<file path="src/rtl/calc_pkg.sv">
// ----------------------------------------------------------------------------
// calc_pkg
// Shared types and constants for the calculator keypad entry path.
//   state_t    : entry controller states
//   DATA_W     : operand width
//   MAX_DIGITS : decimal digits an operand may hold
//   MAX_VAL    : largest operand value representable in DATA_W bits
// ----------------------------------------------------------------------------
package calc_pkg;

    typedef enum logic [1:0] {
        IDLE  = 2'd0,   // no digits held
        ENTRY = 2'd1,   // 1..MAX_DIGITS digits held
        WRITE = 2'd2,   // single-cycle register-file write strobe
        CLEAR = 2'd3    // single-cycle register-file clear strobe
    } state_t;

    localparam int DATA_W     = 8;
    localparam int MAX_DIGITS = 3;
    localparam int MAX_VAL    = 255;

endpackage

</file>
<file path="src/rtl/operand_entry_if.sv">
// ----------------------------------------------------------------------------
// operand_entry_if
// Bundles the keypad strobes, the register-file write/clear port and the
// display status of the operand entry controller.
//   master : keypad side, drives key strobes, observes everything else
//   slave  : operand_entry, consumes key strobes, drives port and status
// Signals:
//   digit_valid, digit, key_enter, key_del, key_clear  (keypad strobes)
//   write_data, write_enable, write_address, regs_clear (register file)
//   entry_value, digit_count, slot_ptr, full, err       (display status)
// ----------------------------------------------------------------------------
interface operand_entry_if #(
    parameter int ADDR_W = 4
);
    import calc_pkg::*;

    logic              digit_valid;
    logic [3:0]        digit;
    logic              key_enter;
    logic              key_del;
    logic              key_clear;

    logic [DATA_W-1:0] write_data;
    logic              write_enable;
    logic [ADDR_W-1:0] write_address;
    logic              regs_clear;

    logic [DATA_W-1:0] entry_value;
    logic [1:0]        digit_count;
    logic [ADDR_W-1:0] slot_ptr;
    logic              full;
    logic              err;

    modport master (
        output digit_valid, digit, key_enter, key_del, key_clear,
        input  write_data, write_enable, write_address, regs_clear,
        input  entry_value, digit_count, slot_ptr, full, err
    );

    modport slave (
        input  digit_valid, digit, key_enter, key_del, key_clear,
        output write_data, write_enable, write_address, regs_clear,
        output entry_value, digit_count, slot_ptr, full, err
    );

endinterface

</file>
<file path="src/rtl/dec_accum.sv">
// ----------------------------------------------------------------------------
// dec_accum
// Combinational decimal arithmetic for the operand entry controller.
//   value    in  current operand
//   count    in  digits currently held
//   digit    in  candidate BCD digit (10..15 invalid)
//   appended out value*10 + digit (low DATA_W bits)
//   fits     out candidate digit is valid, a digit slot is free and the
//                appended value stays within MAX_VAL
//   divided  out value/10, i.e. the operand with its last digit removed
// ----------------------------------------------------------------------------
module dec_accum
    import calc_pkg::*;
(
    input  logic [DATA_W-1:0] value,
    input  logic [1:0]        count,
    input  logic [3:0]        digit,
    output logic [DATA_W-1:0] appended,
    output logic              fits,
    output logic [DATA_W-1:0] divided
);

    // 10 bits suffice because an append is only accepted with fewer than
    // MAX_DIGITS digits held, which bounds value at 99.
    logic [9:0] wide;

    assign wide     = ({2'b00, value} * 10'd10) + {6'b000000, digit};
    assign appended = wide[DATA_W-1:0];
    assign fits     = (digit <= 4'd9) &&
                      (count < MAX_DIGITS[1:0]) &&
                      (wide <= MAX_VAL[9:0]);
    assign divided  = value / 8'd10;

endmodule

</file>
<file path="src/rtl/operand_entry.sv">
// ----------------------------------------------------------------------------
// operand_entry
// Keypad-side entry controller in front of the calculator register file.
// Accumulates up to three decimal digits into an 8-bit operand, supports
// delete-last-digit, commits the operand on Enter to the next register slot
// and issues a one-cycle register-file clear on Clear.
//   clk  in  system clock, rising edge
//   rst  in  asynchronous active-high reset
//   bus  slave modport of operand_entry_if (keys in, write port/status out)
// Parameters:
//   NUM_OPS  operand slots, filled 0..NUM_OPS-1 (<= 2**ADDR_W)
//   ADDR_W   width of write_address / slot_ptr
// ----------------------------------------------------------------------------
module operand_entry
    import calc_pkg::*;
#(
    parameter int NUM_OPS = 3,
    parameter int ADDR_W  = 4
) (
    input  logic           clk,
    input  logic           rst,
    operand_entry_if.slave bus
);

    localparam logic [ADDR_W:0] LastSlot = NUM_OPS[ADDR_W:0];

    state_t            state,      stateNext;
    logic [DATA_W-1:0] entryValue, entryNext;
    logic [1:0]        digitCount, countNext;
    logic [ADDR_W-1:0] slotPtr,    slotNext;
    logic              full,       fullNext;
    logic [DATA_W-1:0] writeData,  writeDataNext;
    logic [ADDR_W-1:0] writeAddr,  writeAddrNext;
    logic              err,        errNext;

    logic [DATA_W-1:0] appended;
    logic [DATA_W-1:0] divided;
    logic              fits;
    logic [ADDR_W:0]   slotInc;
    logic              otherKey;

    dec_accum accum (
        .value    (entryValue),
        .count    (digitCount),
        .digit    (bus.digit),
        .appended (appended),
        .fits     (fits),
        .divided  (divided)
    );

    // Extra bit so "all slots used" is detectable even at NUM_OPS == 2**ADDR_W.
    assign slotInc  = {1'b0, slotPtr} + {{ADDR_W{1'b0}}, 1'b1};
    assign otherKey = bus.digit_valid | bus.key_enter | bus.key_del;

    always_ff @(posedge clk or posedge rst) begin
        if (rst) begin
            state      <= IDLE;
            entryValue <= '0;
            digitCount <= '0;
            slotPtr    <= '0;
            full       <= 1'b0;
            writeData  <= '0;
            writeAddr  <= '0;
            err        <= 1'b0;
        end else begin
            state      <= stateNext;
            entryValue <= entryNext;
            digitCount <= countNext;
            slotPtr    <= slotNext;
            full       <= fullNext;
            writeData  <= writeDataNext;
            writeAddr  <= writeAddrNext;
            err        <= errNext;
        end
    end

    always_comb begin
        stateNext     = state;
        entryNext     = entryValue;
        countNext     = digitCount;
        slotNext      = slotPtr;
        fullNext      = full;
        writeDataNext = writeData;
        writeAddrNext = writeAddr;
        errNext       = 1'b0;

        case (state)
            WRITE: begin
                // The write completes regardless of keys; a clear seen now
                // runs straight after, any other key is rejected.
                slotNext  = slotInc[ADDR_W-1:0];
                fullNext  = (slotInc == LastSlot);
                entryNext = '0;
                countNext = '0;
                if (bus.key_clear) begin
                    stateNext = CLEAR;
                end else begin
                    stateNext = IDLE;
                    errNext   = otherKey;
                end
            end

            CLEAR: begin
                slotNext  = '0;
                fullNext  = 1'b0;
                entryNext = '0;
                countNext = '0;
                stateNext = IDLE;
                errNext   = otherKey | bus.key_clear;
            end

            default: begin
                // IDLE / ENTRY: only the highest-priority strobe is acted on.
                if (bus.key_clear) begin
                    stateNext = CLEAR;
                end else if (bus.key_enter) begin
                    if ((state == ENTRY) && !full) begin
                        stateNext     = WRITE;
                        writeDataNext = entryValue;
                        writeAddrNext = slotPtr;
                    end else begin
                        errNext = 1'b1;
                    end
                end else if (bus.key_del) begin
                    if (state == ENTRY) begin
                        entryNext = divided;
                        countNext = digitCount - 2'd1;
                        if (digitCount == 2'd1) begin
                            stateNext = IDLE;
                        end
                    end
                end else if (bus.digit_valid) begin
                    // A leading zero is silently ignored.
                    if (!((bus.digit == 4'd0) && (digitCount == 2'd0))) begin
                        if (fits) begin
                            entryNext = appended;
                            countNext = digitCount + 2'd1;
                            stateNext = ENTRY;
                        end else begin
                            errNext = 1'b1;
                        end
                    end
                end
            end
        endcase
    end

    // Strobes decode straight from state so reset drops them asynchronously.
    assign bus.write_enable  = (state == WRITE);
    assign bus.regs_clear    = (state == CLEAR);
    assign bus.write_data    = writeData;
    assign bus.write_address = writeAddr;
    assign bus.entry_value   = entryValue;
    assign bus.digit_count   = digitCount;
    assign bus.slot_ptr      = slotPtr;
    assign bus.full          = full;
    assign bus.err           = err;

endmodule

</file>
<file path="src/flat_wrapper.sv">
// flat-port wrapper written by rule: the top's interface ports become plain ports
module operand_entry_flat import calc_pkg::*;
#(
    parameter int NUM_OPS = 3,
    parameter int ADDR_W  = 4
)
  (clk, rst, bus_digit_valid, bus_digit, bus_key_enter, bus_key_del, bus_key_clear, bus_write_data, bus_write_enable, bus_write_address, bus_regs_clear, bus_entry_value, bus_digit_count, bus_slot_ptr, bus_full, bus_err);
  operand_entry_if #(.ADDR_W(ADDR_W)) bus_i ();
  input  logic clk;
  input  logic rst;
  input wire logic [$bits(bus_i.digit_valid)-1:0] bus_digit_valid;
  input wire logic [$bits(bus_i.digit)-1:0] bus_digit;
  input wire logic [$bits(bus_i.key_enter)-1:0] bus_key_enter;
  input wire logic [$bits(bus_i.key_del)-1:0] bus_key_del;
  input wire logic [$bits(bus_i.key_clear)-1:0] bus_key_clear;
  output wire logic [$bits(bus_i.write_data)-1:0] bus_write_data;
  output wire logic [$bits(bus_i.write_enable)-1:0] bus_write_enable;
  output wire logic [$bits(bus_i.write_address)-1:0] bus_write_address;
  output wire logic [$bits(bus_i.regs_clear)-1:0] bus_regs_clear;
  output wire logic [$bits(bus_i.entry_value)-1:0] bus_entry_value;
  output wire logic [$bits(bus_i.digit_count)-1:0] bus_digit_count;
  output wire logic [$bits(bus_i.slot_ptr)-1:0] bus_slot_ptr;
  output wire logic [$bits(bus_i.full)-1:0] bus_full;
  output wire logic [$bits(bus_i.err)-1:0] bus_err;
  assign bus_i.digit_valid = bus_digit_valid;
  assign bus_i.digit = bus_digit;
  assign bus_i.key_enter = bus_key_enter;
  assign bus_i.key_del = bus_key_del;
  assign bus_i.key_clear = bus_key_clear;
  assign bus_write_data = bus_i.write_data;
  assign bus_write_enable = bus_i.write_enable;
  assign bus_write_address = bus_i.write_address;
  assign bus_regs_clear = bus_i.regs_clear;
  assign bus_entry_value = bus_i.entry_value;
  assign bus_digit_count = bus_i.digit_count;
  assign bus_slot_ptr = bus_i.slot_ptr;
  assign bus_full = bus_i.full;
  assign bus_err = bus_i.err;
  operand_entry #(.NUM_OPS(NUM_OPS), .ADDR_W(ADDR_W)) u_core (.clk(clk), .rst(rst), .bus(bus_i));
endmodule
</file>
<file path="config.mk">
export PLATFORM = sky130hd
export DESIGN_NAME = operand_entry_flat
export DESIGN_NICKNAME = d
export VERILOG_FILES = /design/src/rtl/calc_pkg.sv /design/src/rtl/operand_entry_if.sv /design/src/rtl/dec_accum.sv /design/src/rtl/operand_entry.sv /design/src/flat_wrapper.sv
export SDC_FILE = /design/constraint.sdc
export NUM_CORES = 1
export LEC_CHECK = 0
export CORE_MARGIN = 2
export CORE_UTILIZATION = 60
export CTS_BUF_LIST = sky130_fd_sc_hd__clkbuf_4 sky130_fd_sc_hd__clkbuf_8
export DETAILED_ROUTE_END_ITERATION = 7
export PLACE_DENSITY_LB_ADDON = 0.12
export SLEW_MARGIN = 10
export SYNTH_ARGS = -nofsm -noshare
export SYNTH_HDL_FRONTEND = slang
export SYNTH_HIERARCHICAL = 1
export SYNTH_SLANG_ARGS = --single-unit
</file>
<file path="constraint.sdc">
create_clock -name clk -period 11.8 [get_ports clk]
set_input_delay 3.54 -clock clk [delete_from_list [all_inputs] [get_ports clk]]
set_output_delay 3.54 -clock clk [all_outputs]
set_load 0.05 [all_outputs]
</file>
Word-level counts from Yosys, hierarchy flattened. Cells that the tools add are included.

Bits in registers: 30. Output and inout port bits: 30. Logic and storage cells: 89.

Add/sub/neg operators: 4. $mul: 1. Div/mod/pow operators: 1. Magnitude comparators: 3. Equal/unequal tests: 13. Mux-type cells: 38. Bitwise operators: 5. Reduce and logical (&&, ||, !) cells: 16.

Operators with widths (number): 8-bit two-way mux (8); 2-bit two-way mux (18); 6-bit by 2-bit inequality test with 1-bit output (second input constant) (2); 6-bit AND reduction (2); 6-bit nonzero test (2); 10-bit by 4-bit adder with 10-bit output (1); 10-bit by 8-bit less-or-equal comparator with 1-bit output (second input constant) (1); 8-bit by 3-bit multiplier with 9-bit output (second input constant) (1); 8-bit by 4-bit divider with 8-bit output (second input constant) (1); 1-bit two-way mux (8); 4-bit case mux with 2 select lines (1); 6-bit inequality test (second input constant) (1); 3-bit nonzero test (2); 4-bit by 1-bit adder with 5-bit output (second input constant) (1); 5-bit by 2-bit equality test with 1-bit output (second input constant) (1); 5-bit by 1-bit inequality test with 1-bit output (second input constant) (1); 2-bit by 1-bit equality test with 1-bit output (second input constant) (2); 2-bit equality test (second input constant) (2); 4-bit less-or-equal comparator (second input constant) (1); 1-bit logical AND (4); 4-bit zero test (1); 2-bit inequality test (second input constant) (2); 1-bit case mux with 2 select lines (2); 2-bit case mux with 2 select lines (1); other kinds (12) (15).

Longest topological paths before layout.
Depth in word-level cells: 11. Mapped depth: 14.

Cells and area by module. Netlist, hierarchy kept.

By module, submodules not included: operand_entry (times used 1, cells an instance 130, area an instance 1566.5 µm²); dec_accum (times used 1, cells an instance 118, area an instance 905.9 µm²).

Least setup slack after synthesis. Ideal clock, no wire load.

Path type: input -> register. Start point: input port bus_digit[1]. End point: register u_core.entryValue[2] (netlist: u_core/bus.entry_value[2]). Data arrival time: 6211 ps. Slack: 5464 ps. Stages on the path: 12. Buffers on the path: 1. Path through: ha_1 -> fa_1 -> a21oi_1 -> nor4b_2 -> xnor2_1 -> xnor2_1 -> or3_1 -> a221oi_2 -> nor4b_4 -> a311o_1 -> buf_6 -> mux2_4.

Elaborated cells on any way between the ends: 17. Classes of those cells: add/sub (1); order compare (2); eq/ne (1); mux (7); reduce/logical (6).

RTL lines: start: declaration (line flat_wrapper.sv:12) `input wire logic [$bits(bus_i.digit)-1:0] bus_digit;`; 10-bit by 4-bit adder with 10-bit output / 4-bit less-or-equal comparator (equally long branches) (line dec_accum.sv:27, dec_accum.sv:29); 10-bit by 8-bit less-or-equal comparator with 1-bit output / 1-bit logical AND (equally long branches) (line dec_accum.sv:31, dec_accum.sv:29); 1-bit logical AND (*) (line dec_accum.sv:30) `(count < MAX_DIGITS[1:0]) &&`; named net u_core.fits (line operand_entry.sv:38) `logic fits;`; 3-bit nonzero test (no line) (*); 6-bit AND reduction (no line) (*); end signal: assignment (line operand_entry.sv:67) `entryValue <= entryNext;`; end: declaration (line operand_entry.sv:28) `logic [DATA_W-1:0] entryValue, entryNext;`.

Mark *: on every way through the listed nets, which the timed path passes. The rest lies on a longest branch. The select of a mux whose other input is x is not followed. A chain may end at the register's enable or synchronous reset.

Final worst setup path.
Start point: input port bus_digit[1]. End point: register u_core.entryValue[0] (netlist: u_core/bus.entry_value[0]).

The elaborated chain is that of the path after synthesis.

==> flow_summary.ini <==
[yosys]
seq_area_frac_synth = 0.304
netlist_top_cells_area = dfrtp_1 (30%), ha_1 (9.6%), mux2_4 (4.9%)
synthFlopType = dfrtp_1
synth_top_area_frac = 0.304
synth_top_family_by_area = simple AND/OR/NAND/NOR gates
yosys_warnings = 6
synth-compound-area-share = 0.143
synthMuxAreaShare = 0.152
yosysUniqueCellTypes = 58
synth_edf_count = 0
synth_adder_area_share = 0.120
yosysTopAreaCell = dfrtp_1
synthSimpleGateAreaFrac = 0.153
synthesis.area_um2 = 2470
ys_async_sr_fraction = 1.00
avgSynthCellArea_um2 = 9.97
syn_inst = 248
yosys.area_share.xor_xnor = 0.0562
ys_ff_latch = 30

[die]
die_area_um2 = 4650
die_x_um = 68.2
dieHeight_um = 68.2
io_pins = 40
design.core.area_um2 = 3970
initial_utilization = 0.623
num_rows = 23

[grt]
grt_pass1_vias = 1757
grt_usage = 0.243
grt-ovfl-total = 0
grt_pass1_wl_um = 8430
grt_max_degree = 31
antenna_found_initial = 0

[clocking]
postCtsSetupBuffers = 0
cts_root_buf = clkbuf_8
cts_buffers = 5
cts_tree = built
cts_htree_levels = 2
cts.repair.resized = 0
clkLatencyLatePin_ps = 270
cts.sinks = 30
path_clk_slew_ps = 60
hold_buffers = 0
cts_buffer_depth = 2

[placed_design]
dp_hpwl_um = 3760
gp_congestion = 0.828
io_buffer_count = 39
place_inst = 324
dp_slack_ps = 4490

[pwr]
power.leakage_nw = 1.34
power.density_nw_per_um2 = 308
ir_drop_v = 0.000170

[critical_path]
crit_path_max_fanout = 9
worstPathArrival_ps = 7220
endpoint_kind = flop
crit_type = input port to flop
startpoint_type = input port
cp_data_required_time_ps = 11960
rr_worst_depth = 12
startpoint = bus_digit[1]
r2r_start = u_core/bus.entry_value[3]

[route]
avgRoutedWirePerCell_um = 15.3
wl_um = 5060
vias_per_cell = 5.75
num_vias = 1902
first_iter_violations = 121
firstDrtPassIters = 4
route.detailed.drc = 0
ant_nets = 0

[run_status]
status = completed

[timing]
fin_hold_ws_ps = 486
setup_violations = 0
rsz0062_at_grt = false
period_share = 0.598
fmax_ghz = 0.142
worst_pin_slew_ps = 1010
finalWorstSetupSlack_ps = 4740
drv_slew = 0
maxSlewHeadroom = 0.322
fin_tns_setup_ps = 0
hold_viol = 0
clock_skew_ps = 5.41
fin_crit_ps = 7060

[finish]
area_growth_pct = 18.8
drive_gt1_frac = 0.0890
fillCellCount = 313
layout.cells.non_filler = 331
mostFrequentLayoutCells = clkdlybuf4s50_1 (39), dfrtp_1 (30), nor2_1 (19), ha_1 (19), inv_1 (16)
nets = 312
antenna_cells = 0
final_common_cell = clkdlybuf4s50_1

[hold_path]
hold_path_depth = 1
hold_class = flop to flop
worstHoldStart = u_core/bus.write_address[2]

[run]
cap_violations = 0
[sequential cells by signal, indices dropped and copies added, names as in the netlist]
name,cells
u_core/bus.digit_count,2
u_core/bus.entry_value,8
u_core/bus.err,1
u_core/bus.full,1
u_core/bus.slot_ptr,4
u_core/bus.write_address,4
u_core/bus.write_data,8
u_core/state,2
[cell families after synthesis]
| family | count (synthesis) |
|---|---|
| and+or+nand+nor | 64 |
| AOI/OAI and AO/OA | 51 |
| muxes | 32 |
| buffers and inverters | 32 |
| DFF | 30 |
| adders and majority gates | 23 |
| xor gates and xnor gates | 15 |
| other | 1 |
[area by class of cell]
class | instances | area (µm²) | area share
clock buffer | 6 | 82.6 | 0.0281
clock inverter | 1 | 30.0 | 0.0102
timing repair buffer | 39 | 390 | 0.133
inverter | 17 | 63.8 | 0.0217
tap | 50 | 62.6 | 0.0213
sequential | 30 | 751 | 0.256
multi-input combinational | 188 | 1560 | 0.530
[metrics by stage]
step,power [W],area (µm²),util
after global routing,0.000974,2940,0.739
after detailed placement,0.000803,2820,0.711
final,0.000904,2940,0.739
after floorplan,0.000656,2480,-
after CTS,0.000907,2940,0.739
after global placement,0.000787,2820,0.711
[cells in the mapped netlist (4+ instances only)]
cell type / n
dfrtp_1: 30
ha_1: 19
nor2_1: 19
inv_1: 17
a21oi_1: 11
mux2i_1: 11
nand2_1: 11
mux2_1: 10
xnor2_1: 9
mux2_4: 8
o21ai_0: 8
nand2b_1: 7
buf_2: 5
buf_4: 5
xor2_1: 5
a21o_1: 4
o22ai_1: 4
[critical path, cell delays in order]
cell and delay (ps):
clkdlybuf4s50_1 460, ha_1 240, fa_1 400, a21oi_1 250, nor4b_2 100, xnor2_1 220, xnor2_1 80, or3_1 380
a221oi_2 300, nor4b_4 260, a311o_1 630, mux2_4 350
[path summary, 6_finish.rpt]
kind                                               end  slack, ps
min reg2reg                u_core/bus.write_address[2]        490
min                        u_core/bus.write_address[2]        490
min in group asynchronous  u_core/bus.write_address[0]       3670
max in group asynchronous     u_core/bus.write_data[0]       7720
max                          u_core/bus.entry_value[0]       4740
max reg2reg                  u_core/bus.entry_value[0]       7310
[routing by layer]
metal / routed length, µm / global-route usage / vias to the layer above / part of all wire
li1: - / - / 945 / -
met4: 10 / 0.0300 / 0 / 0.0020
met2: 2500 / 0.405 / 35 / 0.49
met1: 2390 / 0.340 / 920 / 0.47
met5: 0 / 0 / - / 0
met3: 157 / 0.0444 / 2 / 0.031
[power breakdown]
part | internal, W | total [W] | switching (W) | leakage [nW]
Sequential | 0.000142 | 0.000217 | 0.0000753 | 0.390
Clock | 0.0000674 | 0.000103 | 0.0000360 | 0.0573
Combinational | 0.000250 | 0.000583 | 0.000333 | 0.895
Total | 0.000460 | 0.000904 | 0.000444 | 1.34
Note: power is estimated with default switching activity, not from simulation.
